--- config.mk ---
export PLATFORM = sky130hd
export DESIGN_NAME = rpn_stack_calc
export DESIGN_NICKNAME = d
export VERILOG_FILES = /design/src/rtl/rpn_stack_calc.sv
export SDC_FILE = /design/constraint.sdc
export NUM_CORES = 1
export LEC_CHECK = 0
export BUFFER_PORTS_ARGS = -buffer_cell sky130_fd_sc_hd__buf_2
export CAP_MARGIN = 40
export CORE_UTILIZATION = 30
export DETAILED_ROUTE_END_ITERATION = 7
export GPL_TIMING_DRIVEN = 0
export PLACE_DENSITY_LB_ADDON = 0.12
export RECOVER_POWER = 25
export SLEW_MARGIN = 40
export SYNTH_ARGS = -nofsm -noshare
export SYNTH_HDL_FRONTEND = slang
export SYNTH_SLANG_ARGS = --single-unit
--- constraint.sdc ---
create_clock -name clk -period 7 [get_ports clk]
set_input_delay 0.35 -clock clk [delete_from_list [all_inputs] [get_ports clk]]
set_output_delay 0.35 -clock clk [all_outputs]
set_load 0.01 [all_outputs]
--- src/rtl/rpn_stack_calc.sv ---
// rpn_stack_calc: bit-serial RPN calculator. Commands arrive on din as a start
// bit, a type bit (0 = number, 1 = opcode) and a payload, MSB first. Results
// of the output opcode are shifted out on dout, MSB first.
module rpn_stack_calc #(
  parameter int W     = 8,
  parameter int DEPTH = 16
) (
  input  logic                         clk,
  input  logic                         rst,
  input  logic                         din,
  output logic                         busy,
  output logic                         dout,
  output logic                         dout_valid,
  output logic [$clog2(DEPTH+1)-1:0]   depth,
  output logic [W-1:0]                 top,
  output logic                         overflow,
  output logic                         underflow
);

  localparam int DW = $clog2(DEPTH + 1);
  localparam int AW = $clog2(DEPTH);
  localparam int CW = ($clog2(W) < 2) ? 2 : $clog2(W);

  typedef enum logic [2:0] {IDLE, TYPE, NUM, OPC, EXEC, STREAM} state_t;

  state_t        r_state;
  logic [CW-1:0] r_cnt;
  logic [W-1:0]  r_sh;
  logic [2:0]    r_op;
  logic [W-1:0]  r_stk [DEPTH];
  logic [DW-1:0] r_depth;
  logic          r_overflow;
  logic          r_underflow;
  logic          r_busy;
  logic          r_dv;

  logic [AW-1:0] w_ti;
  logic [AW-1:0] w_ni;
  logic [AW-1:0] w_pi;
  logic [W-1:0]  w_a;
  logic [W-1:0]  w_b;
  logic          w_full;
  logic          w_has1;
  logic          w_has2;

  // Arithmetic opcodes; results wrap modulo 2^W.
  function automatic logic [W-1:0] alu(input logic [2:0] op, input logic [W-1:0] a,
                                       input logic [W-1:0] b);
    logic [W-1:0] r;
    case (op[1:0])
      2'b01:   r = a + b;
      2'b10:   r = a - b;
      2'b11:   r = a * b;
      default: r = a;
    endcase
    return r;
  endfunction

  // Top (B), next (A) and first free slot addresses derived from occupancy.
  assign w_ti   = AW'(r_depth - DW'(1));
  assign w_ni   = AW'(r_depth - DW'(2));
  assign w_pi   = AW'(r_depth);
  assign w_b    = r_stk[w_ti];
  assign w_a    = r_stk[w_ni];
  assign w_full = (r_depth == DW'(DEPTH));
  assign w_has1 = (r_depth != '0);
  assign w_has2 = (r_depth >= DW'(2));

  assign depth      = r_depth;
  assign top        = w_has1 ? w_b : '0;
  assign overflow   = r_overflow;
  assign underflow  = r_underflow;
  assign busy       = r_busy;
  assign dout_valid = r_dv;
  assign dout       = r_dv & r_sh[W-1];

  // Command parser, stack update and result serializer; stack contents are not reset.
  always_ff @(posedge clk) begin
    if (rst) begin
      r_state     <= IDLE;
      r_cnt       <= '0;
      r_depth     <= '0;
      r_overflow  <= 1'b0;
      r_underflow <= 1'b0;
      r_busy      <= 1'b0;
      r_dv        <= 1'b0;
    end else begin
      case (r_state)
        IDLE: if (din) r_state <= TYPE;
        TYPE: begin
          r_cnt   <= '0;
          r_state <= din ? OPC : NUM;
        end
        NUM: begin
          if (r_cnt == CW'(W - 1)) begin
            r_state <= IDLE;
            if (w_full) begin
              r_overflow <= 1'b1;
            end else begin
              r_stk[w_pi] <= {r_sh[W-2:0], din};
              r_depth     <= r_depth + DW'(1);
            end
          end else begin
            r_sh  <= {r_sh[W-2:0], din};
            r_cnt <= r_cnt + CW'(1);
          end
        end
        OPC: begin
          r_op <= {r_op[1:0], din};
          if (r_cnt == CW'(2)) begin
            r_state <= EXEC;
            r_busy  <= 1'b1;
          end else begin
            r_cnt <= r_cnt + CW'(1);
          end
        end
        EXEC: begin
          r_state <= IDLE;
          r_busy  <= 1'b0;
          case (r_op)
            3'b000: begin
              r_depth     <= '0;
              r_overflow  <= 1'b0;
              r_underflow <= 1'b0;
            end
            3'b001, 3'b010, 3'b011: begin
              if (!w_has2) begin
                r_underflow <= 1'b1;
              end else begin
                r_stk[w_ni] <= alu(r_op, w_a, w_b);
                r_depth     <= r_depth - DW'(1);
              end
            end
            3'b100: begin
              if (!w_has1) begin
                r_underflow <= 1'b1;
              end else if (w_full) begin
                r_overflow <= 1'b1;
              end else begin
                r_stk[w_pi] <= w_b;
                r_depth     <= r_depth + DW'(1);
              end
            end
            3'b101: begin
              if (!w_has2) begin
                r_underflow <= 1'b1;
              end else begin
                r_stk[w_ti] <= w_a;
                r_stk[w_ni] <= w_b;
              end
            end
            3'b110: begin
              if (!w_has1) r_underflow <= 1'b1;
              else         r_depth     <= r_depth - DW'(1);
            end
            3'b111: begin
              if (!w_has1) begin
                r_underflow <= 1'b1;
              end else begin
                r_sh    <= w_b;
                r_dv    <= 1'b1;
                r_busy  <= 1'b1;
                r_cnt   <= '0;
                r_depth <= r_depth - DW'(1);
                r_state <= STREAM;
              end
            end
          endcase
        end
        STREAM: begin
          if (r_cnt == CW'(W - 1)) begin
            r_state <= IDLE;
            r_busy  <= 1'b0;
            r_dv    <= 1'b0;
          end else begin
            r_cnt <= r_cnt + CW'(1);
            r_sh  <= r_sh << 1;
          end
        end
        default: r_state <= IDLE;
      endcase
    end
  end

endmodule

==> reports/metrics.cfg, run 1 <==
[global_route]
grt_max_degree=17
grt_pass1_wl_um=60600
antenna_found_initial=0
first_global_vias=8661
gr-usage-all-layers_pct=22.5
grt-ovfl-total=0

[critical_path]
cp_common_cell=ha_1
worst-r2r-cell-count=28
crit_type=register to register
max_stage_delay_ns=0.62
critPathMaxFanout=10
cp.arrival_ns=6.97
worstSetupEndpointType=register
worstReg2RegStart=depth[1]
cp-start-kind=register
required_ns=7.17
crit_path_top_delay_cell=mux4_2
r2r_slack_ns=0.20
timing.rr.end=r_stk[12][7]

[power]
comb_power_share_pct=13.5
ir_drop_mv=0.190
p_leak_nw=4.93
pwr-share-clk_pct=43.1
p_switching_w=0.000642
power.density_mw_per_mm2=175
p_sw_share_pct=27.8
power_frac_seq_pct=43.4
internal_power_w=0.00167

[floorplanning]
rows=70
start_util_pct=30.4
pin_count=21
die-area_mm2=0.0379
die_y_um=195
dieWidth_um=195
coreArea_mm2=0.0366

[synth]
synth_flop_cell=edfxtp_1
ys_seq_elements=154
yosysUniqueCellTypes=70
ys_seq_area_share_pct=40.2
synth_edf_count=139
synth_nets=1064
syn_inst=1007
yosys-top-cells-area=edfxtp_1 37%, mux4_2 14%, mux2i_1 8.0%
synth_top_cell_by_area=edfxtp_1
yosys_warnings=0
syn-cell-area_mm2=0.0111
syn_avg_cell_area_um2=11.1
yosys.area.top_type_share_pct=37.5
async_reset_ff_share_pct=0

[detailed_routing]
wire_per_inst_um=26.6
vias_per_cell=5.62
drtIter0Drc=919
antenna_left=0
dr.pass1.iters=5
drc=0
vias=8796
wl_um=41700

[cts]
htree_levels=4
clk_latency_ns=0.46
cts_buffer_depth=2
clk_pin_slew_ns=0.07
numClockSinks=154
cts_inserted_buffers=17
ctsHoldBuffers=0
cts_tree=done
root_buffer=clkbuf_16

[finish]
drive_gt1_share_pct=22.9
layout_commonest_cell=edfxtp_1
num_antenna_cells=0
final_cell_count_no_fill=1565
fin_nets=1141
fin_util_pct=36.1
final_cell_mix=139 x edfxtp_1, 104 x nor2_1, 91 x nand2_1
n_fill_cell=3664
syn2layout_area_growth_pct=18.5

[timing]
report.final.slew_viol_count=0
grt_setup_unrepaired=false
clock_skew_ns=0.0127
fin_ws_ns=0.201
post-route-min-period_ns=6.80
finalCritPeriodShare_pct=97.1
clock.fmax_mhz=147
hold_violations=0
finalSetupViolCount=0
maxSlewHeadroom_pct=29.2
tightest_slew_ns=1.06
hold_ws_ns=0.305
tns_ns=0

[place]
post-place-cells=1508
gp_congestion=0.846
portBuffers=20
hpwl_um=30200
place_ws_ns=-2.36

[worst_hold_path]
holdPathEnd=r_op[0]
hold_class=input port to register
hold_start=din
whs_path_depth=1

[job]
maxCapViolations=0

[run_status]
status=complete, no violations

[timing repair]
action	CTS	global route
setup buffers	24	8
pin swaps	5	3
gates resized for setup	66	16
endpoints found under the setup margin	112	16
[logic make-up (layout without fill, tap and decap cells)]
group,Yosys count,count (layout),synth area share (%)
buffers and inverters,126,216,4.82
XOR/XNOR,32,32,2.71
AND/OR/NAND/NOR,268,268,10.6
multiplexers,172,172,23.4
adder cells (fa/ha/maj),55,55,6.97
AO/OA/AOI/OAI,200,200,11.4
flip-flops,154,154,40.2
[registers in the layout, indices dropped and copies added (netlist names), 3 cells and up]
signal	count
r_state	3
r_stk	128
r_op	3
depth	5
r_cnt	3
r_sh	8
[synth_stat cells (6+ instances only)]
| library cell | number |
|---|---|
| clkbuf_1 | 50 |
| inv_1 | 47 |
| mux2_2 | 14 |
| nor3_1 | 8 |
| a211oi_1 | 8 |
| nor2_1 | 104 |
| and2_1 | 8 |
| mux4_2 | 69 |
| edfxtp_1 | 139 |
| xor2_1 | 8 |
| ha_1 | 42 |
| xnor2_1 | 22 |
| a21oi_1 | 69 |
| nand3_1 | 19 |
| buf_2 | 15 |
| o21ai_0 | 63 |
| mux2i_1 | 89 |
| a31oi_1 | 6 |
| dfxtp_1 | 15 |
| nand2_1 | 92 |
| and2_0 | 6 |
| nor2b_1 | 7 |
| fa_1 | 12 |
[layout make-up]
cell class | count | area [µm²] | area share [%]
clock buffers | 17 | 425 | 3.22
repair buffers | 65 | 473 | 3.58
flip-flops and latches | 154 | 4480 | 34.0
multi-input cells | 727 | 6360 | 48.2
well taps | 468 | 586 | 4.44
clock inverters | 15 | 186 | 1.41
inverters | 49 | 208 | 1.57
plain buffers | 70 | 478 | 3.62
[how the worst max path moves through the flow]
stage | startpoint | to | slack [ns] | cells past startpoint
final | depth[1] | r_stk[12][7] | 0.20 | 28
after detailed placement | depth[1] | r_stk[5][7] | -2.36 | 25
after global placement | depth[1] | r_stk[13][7] | -2.40 | 25
after CTS | depth[1] | r_stk[5][7] | 0.01 | 27
after floorplan | depth[0] | r_stk[12][7] | 0.002 | 28
after global routing | depth[1] | r_stk[6][7] | 0.03 | 27
[worst max-delay path, delay by kind of cell, from the launching register on]
family | cells | cell delay, ns
AOI/OAI and AO/OA | 4 | 0.71
and+or+nand+nor | 1 | 0.09
adders and majority gates | 6 | 2.13
DFF | 1 | 0.42
muxes | 3 | 1.13
buffers and inverters | 11 | 1.38
xor gates and xnor gates | 3 | 0.62
[stage by stage]
| step | power [W] | cell area (µm²) |
|---|---|---|
| final | 0.00231 | 13200 |
| after global routing | 0.00238 | 13200 |
| after CTS | 0.00231 | 13200 |
| after detailed placement | 0.00131 | 12100 |
| after global placement | 0.00131 | 11800 |
| after floorplan | 0.00123 | 11100 |
[metal layers]
layer | share of wire (%) | track usage, %
met3 | 6.9 | 4.18
met1 | 45 | 31.2
met4 | 1.6 | 5.70
met2 | 47 | 36.0
met5 | 0 | 0
[power by group through the flow]
stage / logic [W] / clock network (W) / registers [W]
4_1_cts: 0.000305 / 0.00100 / 0.00100
3_5_place_dp: 0.000287 / 0 / 0.00102
2_1_floorplan: 0.000204 / 0 / 0.00102
5_1_grt: 0.000342 / 0.00103 / 0.00100
3_3_place_gp: 0.000285 / 0 / 0.00102
6_report: 0.000313 / 0.000996 / 0.00100
No activity file was read; power rests on OpenSTA's default activity.
==> inputs of run 2 (changes only) <==
--- a/config.mk
+++ b/config.mk
@@ -5,8 +5,10 @@
 export SDC_FILE = /design/constraint.sdc
 export NUM_CORES = 1
 export LEC_CHECK = 0
+export ABC_CLOCK_PERIOD_IN_PS = 8000
 export BUFFER_PORTS_ARGS = -buffer_cell sky130_fd_sc_hd__buf_2
 export CAP_MARGIN = 40
+export CORE_ASPECT_RATIO = 1.75
 export CORE_UTILIZATION = 30
 export DETAILED_ROUTE_END_ITERATION = 7
 export GPL_TIMING_DRIVEN = 0
==> constraint.sdc (replaced) <==
create_clock -name clk -period 8 [get_ports clk]
set_input_delay 0.4 -clock clk [delete_from_list [all_inputs] [get_ports clk]]
set_output_delay 0.4 -clock clk [all_outputs]
set_load 0.01 [all_outputs]
==> run 2 against run 1 <==
Effect of this change: wire length fell by 0.49%; sequential share of layout area is 0.81 points higher; worst hold slack better by 0.023 ns; fmax fell by 12%; cell count is 0.58% lower; first-iteration DRC count decreased by 32%; global-route usage fell by 0.34 points; final area fell by 2.4%; sequential power is 12% lower; critical path type unchanged; highest routed layer unchanged.
==> reports/metrics.cfg, run 2 (synthesis gave the netlist of run 1 again) <==
[power]
p_total_w=0.00205  ; -11%
power.density_mw_per_mm2=159  ; -9.0%
p_leak_nw=4.83  ; -2.1%
ir_drop_mv=0.142  ; -26%

[timing]
tightest_slew_ns=0.956  ; -0.105 ns
finalSetupViolCount=0  ; unchanged
post-route-min-period_ns=7.74  ; +0.939 ns
clock_skew_ns=0.0112  ; -0.00146 ns
hold_ws_ns=0.328  ; +0.0229 ns
report.final.slew_viol_count=0  ; unchanged
hold_violations=0  ; unchanged
tns_ns=0  ; unchanged
maxSlewHeadroom_pct=36.3  ; +7.0 points
fin_ws_ns=0.262  ; +0.0609 ns
clock.fmax_mhz=129  ; -12%
finalCritPeriodShare_pct=96.7  ; -0.40 points
grt_setup_unrepaired=false

[cts]
cts_buffer_depth=2  ; unchanged
ctsHoldBuffers=0  ; unchanged
clk_pin_slew_ns=0.07  ; about the same
root_buffer=clkbuf_16
clk_latency_ns=0.45  ; about the same
numClockSinks=154  ; unchanged
htree_levels=4  ; unchanged
cts_inserted_buffers=17  ; unchanged
cts_tree=done

[detailed_routing]
wl_um=41400  ; -0.49%
drc=0  ; unchanged
vias=8590  ; -2.3%
antenna_left=0  ; unchanged
dr.pass1.iters=5  ; unchanged
drtIter0Drc=625  ; -32%
wire_per_inst_um=26.6  ; about the same
vias_per_cell=5.52  ; -1.8%

[finish]
layout_commonest_cell=edfxtp_1
final_cell_area_mm2=0.0129  ; -2.4%
syn2layout_area_growth_pct=15.7
fin_nets=1125  ; -1.4%
drive_gt1_share_pct=20.0  ; -2.9 points
final_cell_mix=139 x edfxtp_1, 104 x nor2_1, 91 x nand2_1
largest_reg_flops=128  ; unchanged
largest_register=r_stk
num_antenna_cells=0  ; unchanged

[floorplanning]
coreArea_mm2=0.0367  ; +0.12%
rows=93  ; +33%
die-area_mm2=0.0379  ; about the same
die_y_um=257  ; +32%
pin_count=21  ; unchanged
dieWidth_um=148  ; -24%
start_util_pct=30.4  ; -0.036 points

[global_route]
grt-ovfl-total=0  ; unchanged
gr-usage-all-layers_pct=22.2  ; -0.34 points
grt_max_degree=17  ; unchanged
antenna_found_initial=0  ; unchanged
first_global_vias=8690  ; +0.33%
grt_pass1_wl_um=59200  ; -2.4%

[place]
portBuffers=20  ; unchanged
place_ws_ns=-1.71  ; +0.651 ns
place_area_mm2=0.0121  ; -0.50%
hpwl_um=32700  ; +8.1%
gp_congestion=0.844  ; -0.25%

[critical_path]
cp.arrival_ns=7.91  ; +0.94 ns
crit_type=register to register
worstSetupEndpointType=register
cp-start-kind=register
critPathMaxFanout=10  ; unchanged
required_ns=8.17  ; +1.00 ns

[job]
maxCapViolations=0  ; unchanged

[run_status]
status=complete, no violations

[worst_hold_path]
hold_class=input port to register

-- run 2: cell count changes in the layout (fill, tap and decap cells not counted), sizes merged --
cell,before,now
clkinv,7,4
buf,71,61
clkbuf,81,75
clkinvlp,6,5
bufinv,2,5
mux4,69,70
-- run 2: what timing repair did --
item	CTS	global route
pin swaps	3	1
setup endpoints to repair	81	14
endpoints found under the hold margin	0	0
resized for setup	28	8
buffers inserted	8	1
gates cloned	0	1
-- run 2: final cells by class --
type                       count  area [µm²]
multi-input combinational    728        6290
clock buffer                  18         429
clock inverter                14         219
inverter                      49         193
timing repair buffer          45         285
tap                          475         594
fill                        3711       23800
buffer                        73         394
sequential                   154        4480
-- run 2: layer usage --
layer / vias up / GRT usage [%] / wire, µm
met3: 90 / 2.20 / 1070
met2: 254 / 44.2 / 24000
met1: 4377 / 21.9 / 14200
met5: - / 0 / 0
met4: 0 / 11.7 / 2110
li1: 3869 / - / -
-- run 2: final timing paths --
kind | start | endpoint | slack, ns | cells after the start
setup / recovery | depth[0] | r_stk[12][7] | 0.26 | 27
hold / removal | din | r_op[0] | 0.33 | 1
setup reg to reg | depth[0] | r_stk[12][7] | 0.26 | 27
hold reg to reg | underflow | underflow | 0.51 | 2
-- run 2: metrics by stage --
step | utilization [%] | cells
after floorplan | - | 1007
after global placement | 32.3 | 1502
after detailed placement | 32.9 | 1518
after CTS | 35.2 | 1554
after global routing | 35.2 | 1556
final | 35.2 | 1556
-- run 2: worst max-delay path: stages, from the launching register on --
cell and delay, ns:
dfxtp_4 0.42, buf_6 0.17, buf_8 0.20, buf_8 0.21, buf_6 0.21, inv_1 0.15, ha_1 0.31, buf_4 0.21
clkbuf_8 0.24, mux4_2 0.41, mux4_2 0.64, and2_1 0.23, fa_1 0.43, ha_1 0.32, fa_1 0.49, inv_1 0.06
fa_1 0.54, inv_1 0.05, ha_1 0.31, a21oi_1 0.17, xnor2_1 0.16, xnor2_1 0.17, xnor3_2 0.37, mux2i_1 0.18
o311ai_4 0.31, buf_12 0.16, buf_6 0.17, o211ai_2 0.10
-- run 2: power breakdown --
group / total [W] / switching, W / internal, W
logic: 0.000259 / 0.000158 / 0.000100
registers: 0.000877 / 0.00000335 / 0.000874
clock network: 0.000917 / 0.000361 / 0.000556
total: 0.00205 / 0.000523 / 0.00153
==> inputs of run 3 (changes only) <==
==> constraint.sdc (replaced) <==
create_clock -name clk -period 8 [get_ports clk]
set_input_delay 0.4 -clock clk [delete_from_list [all_inputs] [get_ports clk]]
set_output_delay 0.4 -clock clk [all_outputs]
set_load 0.005 [all_outputs]
==> run 3 against run 2 <==
Effect of this change: fmax hardly changed; sequential share of layout area barely moved; wire length about the same; count of clock-buffer cells in the layout did not move; clock power hardly changed; critical path depth did not move; worst hold slack worse by 0.0017 ns; cell count stayed put; total power barely moved; clock skew about the same; die area unchanged; critical path type unchanged.
==> reports/metrics.cfg, run 3 (synthesis gave the netlist of run 1 again) <==
[run_status]
status=complete, no violations

[detailed_routing]
vias_per_cell=5.52  ; about the same
drc=0  ; unchanged
dr.pass1.iters=5  ; unchanged
drtIter0Drc=632  ; +1.1%
wl_um=41400  ; about the same
wire_per_inst_um=26.6  ; about the same
vias=8583  ; -0.081%
antenna_left=0  ; unchanged

[critical_path]
required_ns=8.17  ; about the same
cp-start-kind=register
path_depth=27  ; unchanged
cp.arrival_ns=7.91  ; about the same
worstSetupEndpointType=register
critical_path_buf_inv_count=11  ; unchanged
r2r_slack_ns=0.26  ; about the same
crit_type=register to register
worstReg2RegStart=depth[0]
timing.rr.end=r_stk[6][7]
critPathMaxFanout=10  ; unchanged
worst_path_dominant_cell_family=adder cells
max_stage_delay_ns=0.64  ; about the same
worst-r2r-cell-count=27  ; unchanged
crit_path_top_delay_cell=mux4_2

[power]
pwr-share-clk_pct=44.7  ; about the same
power.density_mw_per_mm2=159  ; about the same
power_frac_seq_pct=42.7  ; about the same
p_switching_w=0.000523  ; about the same
comb_power_share_pct=12.6  ; about the same
ir_drop_mv=0.142  ; +0.18%
p_leak_nw=4.85  ; +0.38%
p_sw_share_pct=25.5  ; about the same
internal_power_w=0.00153  ; about the same

[finish]
final_cell_area_mm2=0.0129  ; about the same
largest_register=r_stk
syn2layout_area_growth_pct=15.8  ; about the same
drive_gt1_share_pct=20.4  ; +0.46 points
layout_commonest_cell=edfxtp_1
final_cell_count_no_fill=1556  ; unchanged
num_antenna_cells=0  ; unchanged
largest_reg_flops=128  ; unchanged
final_cell_mix=139 x edfxtp_1, 104 x nor2_1, 91 x nand2_1
fin_nets=1125  ; unchanged
n_fill_cell=3714  ; +0.081%

[job]
maxCapViolations=0  ; unchanged

[cts]
root_buffer=clkbuf_16
cts_buffer_depth=2  ; unchanged
cts_inserted_buffers=17  ; unchanged
ctsHoldBuffers=0  ; unchanged
numClockSinks=154  ; unchanged
clk_pin_slew_ns=0.07  ; about the same
clk_latency_ns=0.45  ; about the same
htree_levels=4  ; unchanged
cts_tree=done

[worst_hold_path]
hold_start=din
holdPathEnd=r_op[0]
whs_path_depth=1  ; unchanged
hold_class=input port to register

[global_route]
antenna_found_initial=0  ; unchanged
grt_max_degree=17  ; unchanged
grt_pass1_wl_um=59200  ; unchanged
first_global_vias=8690  ; unchanged
grt-ovfl-total=0  ; unchanged
gr-usage-all-layers_pct=22.2  ; unchanged

[timing]
post-route-min-period_ns=7.74  ; -0.00140 ns
grt_setup_unrepaired=false
tightest_slew_ns=0.987  ; +0.0310 ns
clock.fmax_mhz=129  ; about the same
maxSlewHeadroom_pct=34.2  ; -2.1 points
hold_violations=0  ; unchanged
clock_skew_ns=0.0112  ; +0.00000410 ns
hold_ws_ns=0.327  ; -0.00171 ns
report.final.slew_viol_count=0  ; unchanged
finalCritPeriodShare_pct=96.7  ; about the same
finalSetupViolCount=0  ; unchanged

[floorplanning]
die_y_um=257  ; unchanged
start_util_pct=30.4  ; unchanged
rows=93  ; unchanged
pin_count=21  ; unchanged
die-area_mm2=0.0379  ; unchanged
coreArea_mm2=0.0367  ; unchanged
dieWidth_um=148  ; unchanged

[place]
gp_congestion=0.844  ; unchanged
place_area_mm2=0.0121  ; unchanged
portBuffers=20  ; unchanged
post-place-cells=1518  ; unchanged
hpwl_um=32700  ; unchanged

[run 3: routing by layer]
| metal | vias to the layer above | part of all wire (%) | GRT usage [%] |
|---|---|---|---|
| li1 | 3868 | - | - |
| met4 | 0 | 5.1 | 11.7 |
| met3 | 89 | 2.6 | 2.20 |
| met2 | 252 | 58 | 44.2 |
| met5 | - | 0 | 0 |
| met1 | 4374 | 34 | 21.9 |
[run 3: what timing repair did]
action                                  in CTS  in global routing
gates cloned                                 0                  1
pin swaps                                    3                  1
gates resized for setup                     28                  8
setup buffers                                8                  1
endpoints found under the setup margin      81                 14
[run 3: how the worst max path moves through the flow]
stage / startpoint / endpoint
3_5_place_dp: depth[1] / r_stk[13][7]
2_1_floorplan: depth[1] / r_stk[12][7]
6_report: depth[0] / r_stk[6][7]
3_3_place_gp: depth[1] / r_stk[7][7]
5_1_grt: depth[0] / r_stk[12][7]
4_1_cts: depth[0] / r_stk[6][7]
[run 3: cell type report]
cell class              instances  area, µm²  area share [%]
well taps                     475        594            4.61
flip-flops and latches        154       4480            34.7
multi-input cells             728       6290            48.8
repair buffers                 45        290            2.25
clock buffers                  18        429            3.33
clock inverters                14        219            1.70
plain buffers                  73        394            3.06
inverters                      49        193            1.49
[run 3: metrics by stage]
step | total power [W] | TNS (ns) | util [%] | setup WS (ns)
5_1_grt | 0.00211 | 0 | 35.2 | 0.00464
3_3_place_gp | 0.00115 | -60.85 | 32.3 | -1.68
2_1_floorplan | 0.00107 | 0 | - | 0.757
4_1_cts | 0.00206 | 0 | 35.2 | 0.128
6_report | 0.00205 | 0 | 35.2 | 0.264
3_5_place_dp | 0.00115 | -61.15 | 32.9 | -1.71
[run 3: worst reg2reg max path, stage by stage (launching register included)]
cell      delay (ns)
dfxtp_4         0.42
buf_6           0.18
buf_8           0.20
buf_8           0.22
buf_6           0.22
inv_1           0.15
ha_1            0.31
buf_4           0.21
clkbuf_8        0.25
mux4_2          0.42
mux4_2          0.65
and2_1          0.23
fa_1            0.43
ha_1            0.32
fa_1            0.49
inv_1           0.06
fa_1            0.54
inv_1           0.05
ha_1            0.31
a21oi_1         0.17
xnor2_1         0.16
xnor2_1         0.18
xnor3_2         0.37
mux2i_1         0.18
o311ai_4        0.31
buf_12          0.16
buf_6           0.17
o211ai_2        0.10
[run 3: power groups by stage]
stage	Sequential [W]	Combinational [W]	Clock, W
after floorplan	0.000894	0.000178	0
after global placement	0.000895	0.000255	0
after detailed placement	0.000895	0.000257	0
after CTS	0.000878	0.000258	0.000926
after global routing	0.000878	0.000282	0.000951
final	0.000877	0.000259	0.000917
